[config.mk]
export PLATFORM = sky130hd
export DESIGN_NAME = icache_fill
export DESIGN_NICKNAME = d
export VERILOG_FILES = /design/src/rtl/mips_cache_pkg.sv /design/src/rtl/icache_array.sv /design/src/rtl/icache_fill.sv
export SDC_FILE = /design/constraint.sdc
export NUM_CORES = 2
export LEC_CHECK = 0
export CAP_MARGIN = 10
export CELL_PAD_IN_SITES_DETAIL_PLACEMENT = 1
export CELL_PAD_IN_SITES_GLOBAL_PLACEMENT = 2
export CORE_UTILIZATION = 25
export DETAILED_ROUTE_END_ITERATION = 10
export PLACE_DENSITY = 0.51
export REMOVE_ABC_BUFFERS = 1
export SKIP_CTS_REPAIR_TIMING = 1
export SLEW_MARGIN = 20
export SYNTH_ARGS = -nofsm -noshare
export SYNTH_HDL_FRONTEND = slang
export SYNTH_SLANG_ARGS = --single-unit
export TNS_END_PERCENT = 1
[constraint.sdc]
create_clock -name clk -period 5.7 [get_ports clk]
set_input_delay 1.14 -clock clk [delete_from_list [all_inputs] [get_ports clk]]
set_output_delay 1.14 -clock clk [all_outputs]
set_load 0.02 [all_outputs]
[src/rtl/mips_cache_pkg.sv]
// rtl/mips_cache_pkg.sv - shared state type and default geometry for the instruction cache
package mips_cache_pkg;

   typedef enum logic {
      IDLE   = 1'b0,
      REFILL = 1'b1
   } state_t;

   localparam int unsigned DEF_LINES      = 16;
   localparam int unsigned DEF_LINE_WORDS = 4;

endpackage

[src/rtl/icache_array.sv]
// rtl/icache_array.sv - tag, data and valid storage for the direct-mapped instruction cache
module icache_array
   import mips_cache_pkg::*;
#(
   parameter int unsigned LINES      = DEF_LINES,
   parameter int unsigned LINE_WORDS = DEF_LINE_WORDS,
   parameter int unsigned IDX_W      = $clog2(LINES),
   parameter int unsigned WORD_W     = $clog2(LINE_WORDS),
   parameter int unsigned TAG_W      = 30 - IDX_W - WORD_W
) (
   input  logic              clk,
   input  logic              reset,
   input  logic              flush,
   input  logic [IDX_W-1:0]  rd_index,
   input  logic [WORD_W-1:0] rd_word,
   output logic              rd_valid,
   output logic [TAG_W-1:0]  rd_tag,
   output logic [31:0]       rd_data,
   input  logic              wr_en,
   input  logic [IDX_W-1:0]  wr_index,
   input  logic [WORD_W-1:0] wr_word,
   input  logic [31:0]       wr_data,
   input  logic              fill_done,
   input  logic [TAG_W-1:0]  fill_tag
);

   logic [31:0]      data_q [LINES*LINE_WORDS];
   logic [TAG_W-1:0] tag_q  [LINES];
   logic [LINES-1:0] valid_q;

   // flush outranks a completing fill so an aborted line never becomes valid
   always_ff @(posedge clk or posedge reset) begin
      if (reset) begin
         valid_q <= '0;
      end else if (flush) begin
         valid_q <= '0;
      end else if (fill_done) begin
         valid_q[wr_index] <= 1'b1;
      end
   end

   always_ff @(posedge clk) begin
      if (wr_en) begin
         data_q[{wr_index, wr_word}] <= wr_data;
      end
      if (fill_done) begin
         tag_q[wr_index] <= fill_tag;
      end
   end

   assign rd_valid = valid_q[rd_index];
   assign rd_tag   = tag_q[rd_index];
   assign rd_data  = data_q[{rd_index, rd_word}];

endmodule

[src/rtl/icache_fill.sv]
// rtl/icache_fill.sv - direct-mapped instruction cache with zero-cycle hit and line refill FSM
// Optional hit/miss counters are built when ICACHE_STATS_EN is defined.
module icache_fill
   import mips_cache_pkg::*;
#(
   parameter int unsigned LINES      = DEF_LINES,
   parameter int unsigned LINE_WORDS = DEF_LINE_WORDS
) (
   input  logic        clk,
   input  logic        reset,
   input  logic [31:0] pc,
   output logic [31:0] instr,
   output logic        ready,
   input  logic        flush,
   output logic        mem_req,
   output logic [31:0] mem_addr,
   input  logic        mem_ack,
   input  logic [31:0] mem_rdata
`ifdef ICACHE_STATS_EN
   ,
   output logic [31:0] hit_count,
   output logic [31:0] miss_count
`endif
);

   localparam int unsigned IDX_W  = $clog2(LINES);
   localparam int unsigned WORD_W = $clog2(LINE_WORDS);
   localparam int unsigned TAG_W  = 30 - IDX_W - WORD_W;
   localparam int unsigned LA_W   = 30 - WORD_W;
   localparam logic [WORD_W-1:0] LAST_WORD = WORD_W'(LINE_WORDS - 1);

   state_t            state_q;
   logic [WORD_W-1:0] cnt_q;
   logic [LA_W-1:0]   line_q;
   logic              mem_req_q;

   logic [WORD_W-1:0] pc_word;
   logic [IDX_W-1:0]  pc_index;
   logic [TAG_W-1:0]  pc_tag;
   logic              rd_valid;
   logic [TAG_W-1:0]  rd_tag;
   logic [31:0]       rd_data;
   logic              lookup_hit;
   logic              hit;
   logic              wr_en;
   logic              fill_done;
   logic              unused_pc_bits;

   assign pc_word        = pc[2 +: WORD_W];
   assign pc_index       = pc[2 + WORD_W +: IDX_W];
   assign pc_tag         = pc[31 -: TAG_W];
   assign unused_pc_bits = ^pc[1:0];

   assign lookup_hit = rd_valid && (rd_tag == pc_tag);
   assign hit        = (state_q == IDLE) && lookup_hit;
   assign ready      = hit && !flush;
   assign instr      = ready ? rd_data : 32'h0;

   assign wr_en     = mem_req_q && mem_ack;
   assign fill_done = wr_en && (cnt_q == LAST_WORD) && !flush;
   assign mem_req   = mem_req_q;
   assign mem_addr  = {line_q, cnt_q, 2'b00};

   always_ff @(posedge clk or posedge reset) begin
      if (reset) begin
         state_q   <= IDLE;
         cnt_q     <= '0;
         line_q    <= '0;
         mem_req_q <= 1'b0;
      end else begin
         case (state_q)
            IDLE: begin
               if (!lookup_hit) begin
                  state_q   <= REFILL;
                  line_q    <= pc[31 : 2 + WORD_W];
                  cnt_q     <= '0;
                  mem_req_q <= 1'b1;
               end
            end
            REFILL: begin
               // pc is not looked at here; the latched line address drives the whole refill
               if (flush) begin
                  state_q   <= IDLE;
                  cnt_q     <= '0;
                  mem_req_q <= 1'b0;
               end else if (mem_ack) begin
                  cnt_q <= cnt_q + 1'b1;
                  if (cnt_q == LAST_WORD) begin
                     state_q   <= IDLE;
                     cnt_q     <= '0;
                     mem_req_q <= 1'b0;
                  end
               end
            end
            default: begin
               state_q   <= IDLE;
               mem_req_q <= 1'b0;
            end
         endcase
      end
   end

`ifdef ICACHE_STATS_EN
   always_ff @(posedge clk or posedge reset) begin
      if (reset) begin
         hit_count  <= '0;
         miss_count <= '0;
      end else begin
         if (hit) begin
            hit_count <= hit_count + 32'd1;
         end
         if ((state_q == IDLE) && !lookup_hit) begin
            miss_count <= miss_count + 32'd1;
         end
      end
   end
`endif

   icache_array #(
      .LINES      (LINES),
      .LINE_WORDS (LINE_WORDS)
   ) u_array (
      .clk       (clk),
      .reset     (reset),
      .flush     (flush),
      .rd_index  (pc_index),
      .rd_word   (pc_word),
      .rd_valid  (rd_valid),
      .rd_tag    (rd_tag),
      .rd_data   (rd_data),
      .wr_en     (wr_en),
      .wr_index  (line_q[IDX_W-1:0]),
      .wr_word   (cnt_q),
      .wr_data   (mem_rdata),
      .fill_done (fill_done),
      .fill_tag  (line_q[LA_W-1 -: TAG_W])
   );

endmodule

# == After elaboration in Yosys (flattened, before gate mapping) ==
# Memories as Yosys holds them, arrays and structs flattened.
# Index checks and enable logic that the tools add are counted.
# word_totals
out_inout_bits,66
romBits,0
latch_bits,0
ram_bits,2432
regBits,48
inputBits,68
mem_count,2
# mem_list
memory,depth,word_bits,rd,rd_clocked_by_memory_dff,wr,line_no,source
u_array.data_q,64,32,1,0,1,icache_array.sv:27,logic [31:0] data_q [LINES*LINE_WORDS];
u_array.tag_q,16,24,1,0,1,icache_array.sv:28,logic [TAG_W-1:0] tag_q [LINES];
# classes
n_div,0
bitwise,3
addsub,1
reduce_logical,12
n_eq_ne,5
n_mux,26
magnitude_cmp,3
mul,0
shift,0
# op_table
op,n
16-bit 2-to-1 mux,2
32-bit 2-to-1 mux,1
24-bit == test,1
16-bit bitwise OR,1
1-bit 2-to-1 mux,14
"4-bit by 5-bit < comparator with 1-bit output, second input constant",2
2-bit 2-to-1 mux,4
1-bit logical AND,7
1-bit binary-select mux with 4-bit select,1
1-bit demux with 4-bit select,1
"4-bit by 1-bit greater-or-equal comparator with 1-bit output, second input constant",1
1-bit case mux with 2 select lines,2
2-bit case mux with 2 select lines,1
2-bit AND reduction,2
"3-bit by 2-bit inequality test with 1-bit output, second input constant",1
"3-bit inequality test, second input constant",1
3-bit AND reduction,1
"2-bit by 1-bit adder with 2-bit output, second input constant",1
"2-bit == test, second input constant",1
"2-bit inequality test, second input constant",1
1-bit NOT,2
2-bit nonzero test,1
1-bit logical NOT,1

# == Depth between registers and ports, before layout ==
# logic_depth
depth_word,7
ltp_mapped,15

# == Hierarchy ==
# A second synthesis with hierarchy kept.
# unflattened
hier_cells,4315
area_unflattened_um2,95004.9
# modules_own_cells
module,area_per_inst_um2,cells_per_inst,n_inst
icache_array,93160.6,4155,1
icache_fill,1844.3,160,1

# == Worst setup path after synthesis ==
# Ideal clock, no wire load.
# synth_timing
kind,in2out
start,input pc[4]
end,output instr[22]
required_time_ps,4560
setup_slack_ps,345
n_path_buf,7
arrival_ps,4215
path_stages,10
path_cell_list,clkbuf_2 buf_4 buf_4 buf_2 buf_2 buf_1 buf_2 mux4_2 mux4_2 nor2b_1
# synth_via
elab_chain_cells,6
elab_cells_between_ends,9
# synth_lines
element,line_no,source
from (decl),icache_fill.sv:11,"input logic [31:0] pc,"
memory 16 x 24 bit / 1-bit binary-select mux with 4-bit select (equally long branches),-,
24-bit == test / 1-bit 2-to-1 mux (equally long branches),"icache_fill.sv:54, icache_array.sv:51",
1-bit logical AND,icache_fill.sv:54,assign lookup_hit = rd_valid && (rd_tag == pc_tag);
1-bit logical AND,icache_fill.sv:55,assign hit = (state_q == IDLE) && lookup_hit;
1-bit logical AND,icache_fill.sv:56,assign ready = hit && !flush;
32-bit 2-to-1 mux (*),icache_fill.sv:57,assign instr = ready ? rd_data : 32'h0;
to (decl),icache_fill.sv:12,"output logic [31:0] instr,"
# Every way passes the cells marked *; elsewhere a longest branch is shown, timed or not. The select of a mux whose other input is x is not followed.

# == Final worst setup path ==
# layout_timing
start,input pc[6]
end,output instr[15]
# The elaborated chain is that of the path after synthesis.

==> impl_metrics.py <==
metrics = {
    "detailed_routing": {
        "vias_per_cell": 4.64,
        "route.detailed.drc": 0,
        "wire_per_inst_um": 30.3,
        "dr.pass1.iters": 5,
        "route.final.wire_length_um": 291000,
        "drtIter0Drc": 4376,
        "detail-route-antenna-nets": 0,
        "num_vias": 44400,
    },
    "synth": {
        "ys_ff_latch": 2480,
        "synthArstFlopShare_pct": 1.94,
        "synth_top_area_share_pct": 76.9,
        "synthDistinctLibCells": 57,
        "yosys.area.top_type": "edfxtp_1",
        "yosysSeqAreaShare_pct": 78.2,
        "synthFlopType": "edfxtp_1",
        "syn_inst": 3848,
        "syn_area_um2": 95000,
        "ys_warn_count": 0,
        "synth_edf_count": 2432,
        "syn_avg_cell_area_um2": 24.7,
        "synth_area_leaders": "edfxtp_1 (77%), mux4_2 (18%), dfrtp_1 (1.3%)",
    },
    "timing": {
        "fmax_mhz": 176,
        "rsz0062_at_grt": "yes",
        "fin_crit_ns": 5.69,
        "tightest_slew_ns": 1.14,
        "clock_skew_ns": 0.0958,
        "hold_violations": 0,
        "slew_headroom_pct": 23.7,
        "finalCritPeriodShare_pct": 99.8,
        "slew_violations": 0,
        "finalSetupViolations": 0,
        "hold_ws_ns": 0.473,
    },
    "worst_hold_path": {
        "min_path_type": "reg -> reg",
    },
    "clocking": {
        "htreeDepth": 5,
        "cts.sinks": 2480,
        "cts_tree": "yes",
        "cts_made_buffers": 286,
        "clk_pin_slew_worst_paths_ns": 0.06,
        "cts_root_buf": "clkbuf_16",
        "cts_buffer_depth": 4,
        "clk_latency_ns": 0.92,
    },
    "layout": {
        "final_util_pct": 30.3,
        "design_area_um2": 114000,
        "syn_to_final_growth_pct": 20.3,
        "drive_above_1_share_pct": 35.5,
        "fin_nets": 4414,
    },
    "run": {
        "drv_cap": 0,
    },
    "grt": {
        "grt_pass1_wl_um": 397000,
        "grt_pass1_vias": 47300,
        "gr-total-overflow": 0,
        "antenna_found_initial": 38,
        "grt_max_degree": 70,
        "grt_usage_pct": 15.0,
    },
    "placed_design": {
        "routabilityCongestion": 0.709,
        "dp_hpwl_um": 154000,
        "placed_area_um2": 105000,
        "port_buffers": 129,
    },
    "die": {
        "io_pins": 134,
        "initial_core_util_pct": 25.2,
        "die_y_um": 618,
        "dieArea_um2": 382000,
        "num_rows": 225,
        "core_um2": 377000,
        "die_w_um": 618,
    },
    "setup_path": {
        "critical_path_class": "in -> out",
        "worst_setup_path_start_kind": "input port",
        "arrival_ns": 4.55,
        "critical_path.max_fanout": 9,
        "required_ns": 4.56,
        "worstSetupEndpointType": "primary output",
    },
    "pwr": {
        "power_mw": 42.0,
        "power.density_nw_per_um2": 368,
        "vdd_ir_drop_max_uv": 203,
        "p_leak_nw": 35.1,
    },
    "outcome": {
        "status": "complete, no violations",
    },
}
cells in the mapped netlist, drive strengths merged (3+ instances only):
library cell and count:
o22ai 4, o211ai 3, a22o 7, o21ai 5, a41oi 3, clkbuf 143
a21oi 8, dfrtp 48, nor4 3, a21o 18, mux2i 49, xnor2 24
buf 60, inv 6, nor2 89, a22oi 6, nor2b 42, edfxtp 2432
nor3 8, nor3b 3, mux4 757, a221oi 8, xor2 11, nand3 11
nand2 22, mux2 37, nand2b 7
stage by stage:
stage | TNS, ns | setup WS, ns | instances
floorplan | -0.694 | -0.0217 | 3646
global placement | -5.70 | -0.717 | 9051
detailed placement | -1.52 | -0.561 | 9051
CTS | -1.62 | -0.569 | 9563
global route | -0.236 | -0.0784 | 9570
finish | 0 | 0.0130 | 9574
worst max-delay path, stage by stage:
cell and delay (ns):
buf_8 0.16, mux4_2 0.51, mux4_2 0.48, xor2_1 0.20, or4_4 0.60, nor3_2 0.19, buf_4 0.15, nand4_1 0.13
buf_12 0.22, buf_6 0.19, nor2b_4 0.21, buf_4 0.16, buf_4 0.14
worst paths after layout:
check,slack [ns],endpoint,cells past startpoint,from
max in group asynchronous,4.34,line_q[2],3,reset
max,0.01,instr[15],13,pc[6]
min,0.47,u_array.valid_q[10],1,u_array.valid_q[10]
min reg2reg,0.47,u_array.valid_q[10],1,u_array.valid_q[10]
max reg2reg,2.40,line_q[24],9,u_array.tag_q[14][9]
min in group asynchronous,0.80,line_q[10],3,reset
cell type report:
class / instances / area, µm²
timing repair buffer: 411 / 4390
sequential: 2480 / 74200
antenna: 11 / 27.5
clock buffer: 367 / 7630
tap: 4994 / 6250
clock inverter: 145 / 1150
multi-input combinational: 1159 / 20500
inverter: 7 / 28.8
fill: 37200 / 263000
placed cells by master (no fill, tap or decap), types with 6 or more instances in the layout:
master | netlist | final
a21o_1 | 18 | 18
buf_12 | 0 | 90
mux4_2 | 757 | 757
buf_8 | 0 | 7
nor2_1 | 89 | 14
bufinv_16 | 0 | 12
diode_2 | 0 | 11
mux2_4 | 9 | 9
a22o_1 | 7 | 7
clkdlybuf4s50_1 | 0 | 58
clkinv_1 | 1 | 62
clkbuf_16 | 0 | 292
a21oi_1 | 8 | 7
a221oi_1 | 8 | 7
nand2_1 | 22 | 22
buf_2 | 25 | 19
clkinv_2 | 0 | 44
nand2b_1 | 7 | 7
a22oi_1 | 6 | 6
mux2i_1 | 49 | 49
clkinv_8 | 0 | 7
nor2_4 | 0 | 75
mux2_2 | 28 | 28
xor2_1 | 11 | 11
clkbuf_1 | 142 | 71
dfrtp_1 | 48 | 48
buf_4 | 9 | 230
edfxtp_1 | 2432 | 2432
nand3_1 | 11 | 11
xnor2_1 | 24 | 24
inv_6 | 0 | 8
clkinvlp_4 | 0 | 7
nor2b_1 | 42 | 41
report_power, final:
group / internal, mW / switching [mW] / total [mW] / leakage (nW)
Clock: 10.0 / 7.46 / 17.5 / 4.29
Sequential: 20.8 / 0.604 / 21.4 / 22.5
Combinational: 1.25 / 1.85 / 3.10 / 8.40
Total: 32.1 / 9.91 / 42.0 / 35.1
kinds of logic (layout without fill, tap and decap cells):
group                      after synthesis  count (layout)  share of synthesized area (%)
DFF                                   2480            2480                           78.2
muxes                                  843             843                           18.9
buffers and inverters                  210             930                          0.923
and+or+nand+nor                        206             206                           1.08
AOI/OAI and AO/OA                       72              72                          0.559
xor gates and xnor gates                35              35                          0.323
adders and majority gates                1               1                         0.0132
other                                    1              13                        0.00395
sequential cells by signal, indices dropped and copies added (netlist names):
name / cells
u_array.data_q: 2048
u_array.tag_q: 384
line_q: 28
u_array.valid_q: 16
cnt_q: 2
mem_req: 1
state_q: 1
routing by layer:
layer / vias up / track usage [%] / part of all wire, %
met5: - / 0 / 0.021
met4: 10 / 3.68 / 2.2
met3: 387 / 2.18 / 5.0
met2: 1186 / 25.5 / 50
met1: 25100 / 20.1 / 43
li1: 17700 / - / -
Note: power is estimated with default switching activity, not from simulation.
